===== config.mk =====
export PLATFORM = sky130hd
export DESIGN_NAME = led_column_scroller
export DESIGN_NICKNAME = d
export VERILOG_FILES = /design/src/rtl/led_column_scroller_pkg.sv /design/src/rtl/led_column_scroller_fifo.sv /design/src/rtl/led_column_scroller.sv
export SDC_FILE = /design/constraint.sdc
export NUM_CORES = 1
export LEC_CHECK = 0
export BUFFER_PORTS_ARGS = -buffer_cell sky130_fd_sc_hd__buf_2
export CAP_MARGIN = 5
export CELL_PAD_IN_SITES_DETAIL_PLACEMENT = 1
export CELL_PAD_IN_SITES_GLOBAL_PLACEMENT = 2
export CORE_MARGIN = 8
export CORE_UTILIZATION = 39
export CTS_CLUSTER_DIAMETER = 30
export DETAILED_ROUTE_END_ITERATION = 16
export PLACE_DENSITY = 0.87
export SYNTH_ARGS = -nofsm -noshare
export SYNTH_HDL_FRONTEND = slang
export SYNTH_HIERARCHICAL = 1
export SYNTH_SLANG_ARGS = --single-unit

===== constraint.sdc =====
create_clock -name clk -period 4.4 [get_ports clk]
set_input_delay 0.44 -clock clk [delete_from_list [all_inputs] [get_ports clk]]
set_output_delay 0.44 -clock clk [all_outputs]
set_load 0.05 [all_outputs]

===== src/rtl/led_column_scroller_pkg.sv =====
// Shared types for the LED column scroller: window geometry, column/frame types
// and the scroll state machine encoding.
package led_pkg;

    localparam int unsigned MEM_LEN = 16;

    typedef logic [7:0] led_col_t;
    typedef led_col_t led_frame_t [MEM_LEN];

    typedef enum logic {
        S_WAIT  = 1'b0,
        S_SHIFT = 1'b1
    } scroll_state_t;

    localparam led_col_t BLANK_COL = 8'h00;

endpackage


===== src/rtl/led_column_scroller_fifo.sv =====
// Synchronous column FIFO with flush; power-of-two depth so pointers wrap naturally.
module led_col_fifo
    import led_pkg::*;
#(
    parameter int unsigned DEPTH = 8
) (
    input  logic                       clk,
    input  logic                       reset,
    input  logic                       i_flush,
    input  logic                       i_push,
    input  led_col_t                   i_push_data,
    input  logic                       i_pop,
    output led_col_t                   o_pop_data,
    output logic                       o_full,
    output logic                       o_empty,
    output logic [$clog2(DEPTH):0]     o_count
);

    localparam int unsigned AW = $clog2(DEPTH);
    localparam int unsigned CW = AW + 1;

    led_col_t        r_store [DEPTH];
    logic [AW-1:0]   r_wr_ptr;
    logic [AW-1:0]   r_rd_ptr;
    logic [CW-1:0]   r_count;

    logic            w_push;
    logic            w_pop;

    assign o_full     = (r_count == CW'(DEPTH));
    assign o_empty    = (r_count == '0);
    assign o_count    = r_count;
    assign o_pop_data = r_store[r_rd_ptr];

    // Full blocks push even if a pop happens in the same cycle.
    assign w_push = i_push && !o_full && !i_flush;
    assign w_pop  = i_pop && !o_empty && !i_flush;

    always_ff @(posedge clk) begin
        if (w_push) begin
            r_store[r_wr_ptr] <= i_push_data;
        end
    end

    always_ff @(posedge clk or negedge reset) begin
        if (!reset) begin
            r_wr_ptr <= '0;
            r_rd_ptr <= '0;
            r_count  <= '0;
        end else if (i_flush) begin
            r_wr_ptr <= '0;
            r_rd_ptr <= '0;
            r_count  <= '0;
        end else begin
            if (w_push) begin
                r_wr_ptr <= r_wr_ptr + AW'(1);
            end
            if (w_pop) begin
                r_rd_ptr <= r_rd_ptr + AW'(1);
            end
            case ({w_push, w_pop})
                2'b10:   r_count <= r_count + CW'(1);
                2'b01:   r_count <= r_count - CW'(1);
                default: r_count <= r_count;
            endcase
        end
    end

endmodule


===== src/rtl/led_column_scroller.sv =====
// 16-byte LED display window fed from a column FIFO; shifts left one byte per
// scroll tick so text or graphics marquee without processor involvement.
module led_column_scroller
    import led_pkg::*;
#(
    parameter int unsigned FIFO_DEPTH   = 8,
    parameter int unsigned SCROLL_DELAY = 5_000_000,
    parameter int unsigned EMPTY_MODE   = 0
) (
    input  logic                          clk,
    input  logic                          reset,
    input  logic                          enable,
    input  logic                          clear,
    input  logic                          col_valid,
    input  logic [7:0]                    col_data,
    output logic                          col_ready,
    output logic [$clog2(FIFO_DEPTH):0]   fifo_count,
    output logic                          shifted,
    output led_frame_t                    mem
);

    localparam int unsigned      TW     = $clog2(SCROLL_DELAY);
    localparam logic [TW-1:0]    RELOAD = TW'(SCROLL_DELAY - 1);

    logic [TW-1:0]   r_timer;
    scroll_state_t   r_state;
    scroll_state_t   w_state_next;
    led_frame_t      r_window;

    logic            w_tick;
    logic            w_do_shift;
    logic            w_push;
    logic            w_pop;
    logic            w_fifo_full;
    logic            w_fifo_empty;
    led_col_t        w_fifo_head;
    led_col_t        w_new_col;
    logic            w_shifted;

    led_col_fifo #(
        .DEPTH (FIFO_DEPTH)
    ) u_fifo (
        .clk         (clk),
        .reset       (reset),
        .i_flush     (clear),
        .i_push      (w_push),
        .i_push_data (col_data),
        .i_pop       (w_pop),
        .o_pop_data  (w_fifo_head),
        .o_full      (w_fifo_full),
        .o_empty     (w_fifo_empty),
        .o_count     (fifo_count)
    );

    assign col_ready = !w_fifo_full;
    assign w_push    = col_valid && col_ready && !clear;

    assign w_tick     = enable && (r_timer == '0);
    // Emptiness is sampled in the tick cycle, so a same-cycle push is not seen.
    assign w_do_shift = w_tick && !clear && (!w_fifo_empty || (EMPTY_MODE == 0));
    assign w_pop      = w_do_shift && !w_fifo_empty;
    assign w_new_col  = w_fifo_empty ? BLANK_COL : w_fifo_head;

    always_ff @(posedge clk or negedge reset) begin
        if (!reset) begin
            r_timer <= RELOAD;
        end else if (clear) begin
            r_timer <= RELOAD;
        end else if (enable) begin
            r_timer <= w_tick ? RELOAD : (r_timer - TW'(1));
        end
    end

    // The window and FIFO update on the tick edge; S_SHIFT marks the cycle in
    // which the new window is visible, which gives the 1-clock tick latency.
    always_comb begin
        w_state_next = S_WAIT;
        w_shifted    = 1'b0;
        case (r_state)
            S_WAIT: begin
                w_state_next = w_do_shift ? S_SHIFT : S_WAIT;
            end
            S_SHIFT: begin
                w_shifted    = 1'b1;
                w_state_next = w_do_shift ? S_SHIFT : S_WAIT;
            end
            default: begin
                w_state_next = S_WAIT;
            end
        endcase
    end

    always_ff @(posedge clk or negedge reset) begin
        if (!reset) begin
            r_state <= S_WAIT;
        end else if (clear) begin
            r_state <= S_WAIT;
        end else begin
            r_state <= w_state_next;
        end
    end

    always_ff @(posedge clk or negedge reset) begin
        if (!reset) begin
            r_window <= '{default: BLANK_COL};
        end else if (clear) begin
            r_window <= '{default: BLANK_COL};
        end else if (w_do_shift) begin
            for (int unsigned i = 0; i < MEM_LEN - 1; i++) begin
                r_window[i] <= r_window[i + 1];
            end
            r_window[MEM_LEN - 1] <= w_new_col;
        end
    end

    assign shifted = w_shifted;
    assign mem     = r_window;

endmodule


== Yosys cells after proc, flatten, opt, wreduce, memory -nomap -nowiden ==
Memories as Yosys holds them, arrays and structs flattened.
Cells that the tools add are included.

* Output and inout port bits: 134
* Flip-flop bits (word level): 162
* Memory bits (writable): 64
* Logic and storage cells: 66
* Memories kept: 1
* Input bits: 13

* Equality and inequality tests: 3
* Mux-type cells: 17
* $add $sub $neg: 5
* Reduce and logical (&&, ||, !) cells: 19

{| class="wikitable"
|+ Memory list
! name !! depth !! bits a word !! rd ports !! clocked after memory_dff !! wr ports !! line !! text
|-
| u_fifo.r_store || 8 || 8 || 1 || 0 || 1 || led_column_scroller_fifo.sv:22 || <nowiki>led_col_t r_store [DEPTH];</nowiki>
|}

{| class="wikitable"
|+ Operators by type and width
! kind !! count
|-
| $mux 128 || 2
|-
| $mux 23 || 3
|-
| $logic_not 23->1 || 1
|-
| $sub 23x1->23 const B || 1
|-
| $mux 3 || 4
|-
| $logic_and 1x1->1 || 9
|-
| $mux 8 || 1
|-
| $pmux 4 s2 || 1
|-
| $reduce_bool 2->1 || 4
|-
| $add 3x1->3 const B || 2
|-
| $mux 1 || 5
|-
| $add 4x1->4 const B || 1
|-
| $eq 4x4->1 const B || 1
|-
| $logic_not 4->1 || 1
|-
| $mux 4 || 1
|-
| $sub 4x1->4 const B || 1
|-
| $logic_not 1->1 || 3
|-
| $reduce_bool 3->1 || 1
|-
| $eq 2x1->1 const B || 1
|-
| $eq 2x2->1 const B || 1
|}

== Depth between registers and ports, before layout ==
* Depth in word-level cells: 9
* Mapped depth: 14
* Gate-level depth less buffers: 14

== Modules after synthesis ==
Netlist, hierarchy kept.

{| class="wikitable"
|+ By module, submodules not included
! module !! times used !! area each (um2) !! seq. area each (um2) !! cells an instance
|-
| led_column_scroller || 1 || 6508.7 || 3819.9 || 563
|-
| led_col_fifo || 1 || 3105.5 || 2172.1 || 171
|}

== Least setup slack after synthesis ==
OpenSTA, ideal clock, no wires.

* Path kind: register -> register
* Start: register u_fifo.r_count[0], in the netlist u_fifo/o_count[0]
* End: register u_fifo.r_count[3], in the netlist u_fifo/o_count[3]
* Library setup time: 104 ps
* Data arrival time: 3657 ps
* Buffers on the path: 3
* Clock period less this slack: 3760 ps
* Cell stages (with the launch flop): 15
* Path slack: 640 ps
* Data required time: 4296 ps
* Cell sequence: dfrtp_1 buf_6 or4b_1 clkbuf_2 inv_1 inv_1 and3_1 clkbuf_1 a21oi_2 nor2b_1 ha_1 a21oi_1 nand2_1 or4b_1 o311ai_1

* Longest elaborated chain between the ends: 9
* Elaborated cells between the ends (all ways): 18
* Those cells by class: 2 x add/sub; 3 x eq/ne; 2 x mux; 11 x reduce/logical

{| class="wikitable"
|+ Ends and longest elaborated chain
! item !! line !! text
|-
| from (decl) || led_column_scroller_fifo.sv:25 || <nowiki>logic [CW-1:0] r_count;</nowiki>
|-
| from (signal assigned) || led_column_scroller_fifo.sv:62 || <nowiki>2'b10: r_count <= r_count + CW'(1);</nowiki>
|-
| from (signal assigned) || led_column_scroller_fifo.sv:63 || <nowiki>2'b01: r_count <= r_count - CW'(1);</nowiki>
|-
| from (signal assigned) || led_column_scroller_fifo.sv:64 || <nowiki>default: r_count <= r_count;</nowiki>
|-
| $eq 4x4->1 * || led_column_scroller_fifo.sv:30 || <nowiki>assign o_full = (r_count == CW'(DEPTH));</nowiki>
|-
| via w_fifo_full || led_column_scroller.sv:34 || <nowiki>logic w_fifo_full;</nowiki>
|-
| $logic_not 1->1 * || led_column_scroller.sv:55 || <nowiki>assign col_ready = !w_fifo_full;</nowiki>
|-
| via col_ready || led_column_scroller.sv:16 || <nowiki>output logic col_ready,</nowiki>
|-
| $logic_and 1x1->1 * (2 in series) || led_column_scroller.sv:56 || <nowiki>assign w_push = col_valid && col_ready && !clear;</nowiki>
|-
| via w_push || led_column_scroller.sv:32 || <nowiki>logic w_push;</nowiki>
|-
| $logic_and 1x1->1 * (2 in series) || led_column_scroller_fifo.sv:36 || <nowiki>assign w_push = i_push && !o_full && !i_flush;</nowiki>
|-
| $eq 2x1->1 / $eq 2x2->1 (equally long branches) || led_column_scroller_fifo.sv:61 || <nowiki>case ({w_push, w_pop})</nowiki>
|-
| $pmux 4 s2 || led_column_scroller_fifo.sv:61 ||
|-
| $mux 4 || led_column_scroller_fifo.sv:50 || <nowiki>end else if (i_flush) begin</nowiki>
|}

The timed path passes the listed nets; every way through them passes the cells marked *.
A chain may end at the register's enable or synchronous reset.

== Final worst setup path ==
* Start: register r_timer[15]
* End: register u_fifo.r_count[3], in the netlist u_fifo/o_count[3]

* Longest elaborated chain between the ends: 9
* Elaborated cells between the ends (all ways): 11
* Those cells by class: 2 x eq/ne; 2 x mux; 7 x reduce/logical

{| class="wikitable"
|+ Ends and longest elaborated chain
! item !! line !! text
|-
| from (decl) || led_column_scroller.sv:25 || <nowiki>logic [TW-1:0] r_timer;</nowiki>
|-
| from (signal assigned) || led_column_scroller.sv:70 || <nowiki>r_timer <= w_tick ? RELOAD : (r_timer - TW'(1));</nowiki>
|-
| $logic_not 23->1 * || led_column_scroller.sv:58 || <nowiki>assign w_tick = enable && (r_timer == '0);</nowiki>
|-
| $logic_and 1x1->1 * || led_column_scroller.sv:58 ||
|-
| $logic_and 1x1->1 * || led_column_scroller.sv:60 || <nowiki>assign w_do_shift = w_tick && !clear && (!w_fifo_empty || (EMPTY_MODE == 0));</nowiki>
|-
| $logic_and 1x1->1 * || led_column_scroller.sv:61 || <nowiki>assign w_pop = w_do_shift && !w_fifo_empty;</nowiki>
|-
| via w_pop || led_column_scroller.sv:33 || <nowiki>logic w_pop;</nowiki>
|-
| $logic_and 1x1->1 * (2 in series) || led_column_scroller_fifo.sv:37 || <nowiki>assign w_pop = i_pop && !o_empty && !i_flush;</nowiki>
|-
| $eq 2x1->1 / $eq 2x2->1 (equally long branches) || led_column_scroller_fifo.sv:61 ||
|-
| $pmux 4 s2 || led_column_scroller_fifo.sv:61 ||
|-
| $mux 4 || led_column_scroller_fifo.sv:50 ||
|}

Marks and branches as above.

==> flow_summary_export.csv <==
group,metric,value,unit
worst_setup_path,crit_path_start_kind,"flip-flop",
pwr,switching_share,0.218,
timing,total_negative_slack,0,ps
timing,setup_viol,0,
die,fp.dieW,173,µm
layout,most_frequent_cells_in_the_layout,"nand2_1, dfrtp_1, buf_2, mux2i_1, edfxtp_1",
worst_setup_path,critical_path_arrival,4550,ps
clock_network,post_cts_hold_buffer_count,0,
timing,fin_skew,14.0,ps
placed_design,dp_cells,1167,
die,dieArea,0.0299,mm²
clock_network,cts_tree,"yes",
layout,stdcell_count,1260,
grt,first_global_vias,7304,
yosys,synthesis.instances,734,
placed_design,gp_congestion,0.761,
worst_setup_path,critPathMaxFanout,8,
grt,largest_net_degree_at_the_start_of_global_routing,115,
timing,finalHoldViolCount,0,
pwr,part_of_the_power_in_the_clock_network,0.627,
clock_network,cts_max_level,2,
status,status,"finished clean",
timing,fmaxAchievable,243,MHz
worst_setup_path,worst-endpoint-required,4830,ps
grt,grt-ovfl-total,0,
layout,final_design_instance_area_without_fill,0.0124,mm²
yosys,synth_edf_count,64,
layout,area_added_between_synthesis_and_finish,28.6,%
die,core_area,0.0242,mm²
route,detailroute.via_count,6507,
route,drt-wirelength-per-cell,20.6,µm
yosys,synth_seq_area_share,0.623,
pwr,power_report.internal_total,4.81,mW
grt,total_routing_resource_utilization_after_global_routing,0.175,
worst_setup_path,criticalPathCategory,"flip-flop to flip-flop",
placed_design,io_buffer_count,146,
route,vias_per_cell,5.16,
timing,rsz0062_at_grt,"false",
timing,crit_path_time_final,4120,ps
yosys,synth_fp_nets,753,
die,pin_count,147,
yosys,async_reset_ff_frac,0.717,
timing,slew_at_the_pin_closest_to_its_max_slew_limit,1120,ps
grt,wire_length_of_the_first_global_routing_pass,42200,µm
pwr,pwr_density_cell,498,mW/mm²
layout,most_common_cell_after_layout_fill_and_taps_aside,"nand2_1",
placed_design,cell_area_reported_after_detailed_placement,0.0106,mm²
pwr,fin_total_pwr,6.16,mW
worst_setup_path,cp-end-kind,"flip-flop",
clock_network,clk_transition_reported_paths,50,ps
route,dr.pass1.iters,4,
pwr,seqPwrFrac,0.355,
pwr,net-switching-power,1.34,mW
layout,layout-drive-gt1-share,0.314,
timing,slew_viol_final,0,
die,core.rowCount,57,
clock_network,clock_tree.buffer_depth,3,
timing,max_slew_margin,0.256,
layout,layout.core_utilization,0.510,
pwr,worst_ir_drop_vdd,404,µV
layout,fin_nets,914,
clock_network,clock-root-buffer,"clkbuf_16",
job,timing.max_cap.violations,0,
clock_network,cts_inserted_buffers,50,
pwr,power.share.combinational,0.018,
clock_network,worst_skew_pair.late_latency,540,ps
timing,final.period_utilization,0.936,
route,drt.antenna.violating_nets,0,
die,fp.dieH,173,µm
clock_network,sink_count_of_the_clock_tree,226,
layout,antenna_cells_inserted,0,
die,initial_cell_density_of_the_core,0.396,
yosys,synth_cell_type_count,51,
yosys,yosys_warnings,6,
placed_design,detailedPlacementHpwl,16700,µm
yosys,synthesis.area_per_instance,13.1,µm²
route,drt_first_iter_violations,431,
route,wl,26000,µm
yosys,dominantRegCellSynth,"dfrtp_1",
pwr,leakage,5.36,nW
route,dr_drc_count,0,
worst_hold_path,worst_hold_path_type,"input port to async pin",
grt,number_of_antenna_violations_at_the_first_check_in_global_routing,0,
yosys,post_synthesis_instance_area,0.00961,mm²
yosys,synth_seq_cells,226,
cells in the mapped netlist, types with 4 or more instances:
cell	n	share of area
or2_2	6	0.0039
dfstp_2	13	0.036
inv_1	5	0.0020
o31ai_1	7	0.0055
o41ai_1	5	0.0046
nand2_1	150	0.059
ha_1	5	0.0065
mux2i_1	132	0.14
dfrtp_1	149	0.39
mux4_2	16	0.037
or4_1	8	0.0062
nand2b_1	4	0.0026
nand3_1	10	0.0052
xor2_1	6	0.0055
or3_1	6	0.0039
nor2_1	29	0.011
nor3_1	9	0.0047
buf_6	8	0.0094
edfxtp_1	64	0.20
buf_2	8	0.0042
xnor2_1	8	0.0073
a21oi_1	11	0.0057
nor4_1	7	0.0046
clkbuf_1	25	0.0098
mux2_2	8	0.0094
worst max-delay path: stages (launching register included):
cell and delay (ps):
dfrtp_1 430, or3_1 510, nor4_2 420, nand2_1 140
nor3_1 420, o41ai_2 260, a21oi_2 210, nor2b_1 290
ha_1 330, a21oi_1 270, nand2_1 110, or4b_1 520
o311ai_1 90
power by group through the flow:
| stage | Clock (mW) | Sequential, mW | Combinational (mW) |
|---|---|---|---|
| 2_1_floorplan | 0 | 2.22 | 0.0499 |
| 3_3_place_gp | 0 | 2.22 | 0.112 |
| 3_5_place_dp | 0 | 2.22 | 0.116 |
| 4_1_cts | 3.95 | 2.18 | 0.116 |
| 5_1_grt | 4.05 | 2.18 | 0.128 |
| 6_report | 3.86 | 2.18 | 0.112 |
registers in the layout, indices dropped and copies added, names as in the netlist:
register	count
r_timer	23
u_fifo/o_count	4
mem	128
u_fifo/r_wr_ptr	3
r_state	1
u_fifo/r_store	64
u_fifo/r_rd_ptr	3
through the flow:
stage	hold WS (ps)	setup WS, ps
6_report	45.6	280
2_1_floorplan	144	640
3_3_place_gp	458	442
4_1_cts	111	122
3_5_place_dp	464	245
5_1_grt	170	24.8
worst paths after layout:
| kind | startpoint | endpoint | slack, ps | depth (start not counted) |
|---|---|---|---|---|
| min reg2reg | r_timer[22]$_DFFE_PN1P_ | r_timer[22]$_DFFE_PN1P_ | 500 | 2 |
| max | r_timer[15]$_DFFE_PN0P_ | u_fifo/o_count[3]$_DFFE_PN0P_ | 280 | 12 |
| max reg2reg | r_timer[15]$_DFFE_PN0P_ | u_fifo/o_count[3]$_DFFE_PN0P_ | 280 | 12 |
| min in group clk | col_data[1] | u_fifo/r_store[6][1]$_DFFE_PP_ | 180 | 1 |
| min | reset | mem[112]$_DFFE_PN0P_ | 50 | 1 |
| max in group asynchronous | reset | r_timer[2]$_DFFE_PN1P_ | 3260 | 2 |
final cells by class:
class / instances / area (µm²)
fillers: 2482 / 11900
flip-flops and latches: 226 / 5990
multi-input cells: 457 / 3360
clock buffers: 55 / 1290
repair buffers: 154 / 810
clock inverters: 38 / 482
well taps: 324 / 405
inverters: 6 / 25.0
metal layers:
layer	vias to the layer above	track usage	wire [µm]
met5	-	0	0
met4	0	0.0568	583
met3	48	0.0427	1500
met2	178	0.302	13200
met1	3307	0.211	10800
li1	2974	-	-
cell families (layout without fill, tap and decap cells):
logic type	after synthesis	in the layout	synth area share
and+or+nand+nor	244	244	0.114
buffers and inverters	51	253	0.0289
muxes	156	156	0.184
DFF	226	226	0.623
adders and majority gates	6	6	0.00859
xor gates and xnor gates	14	14	0.0128
AOI/OAI and AO/OA	37	37	0.0280
what timing repair did:
item,4_1_cts,5_1_grt
endpoints found under the setup margin,0,1
buffers inserted,0,0
gates resized for setup,0,1
Power figures use the tool's default switching activity.
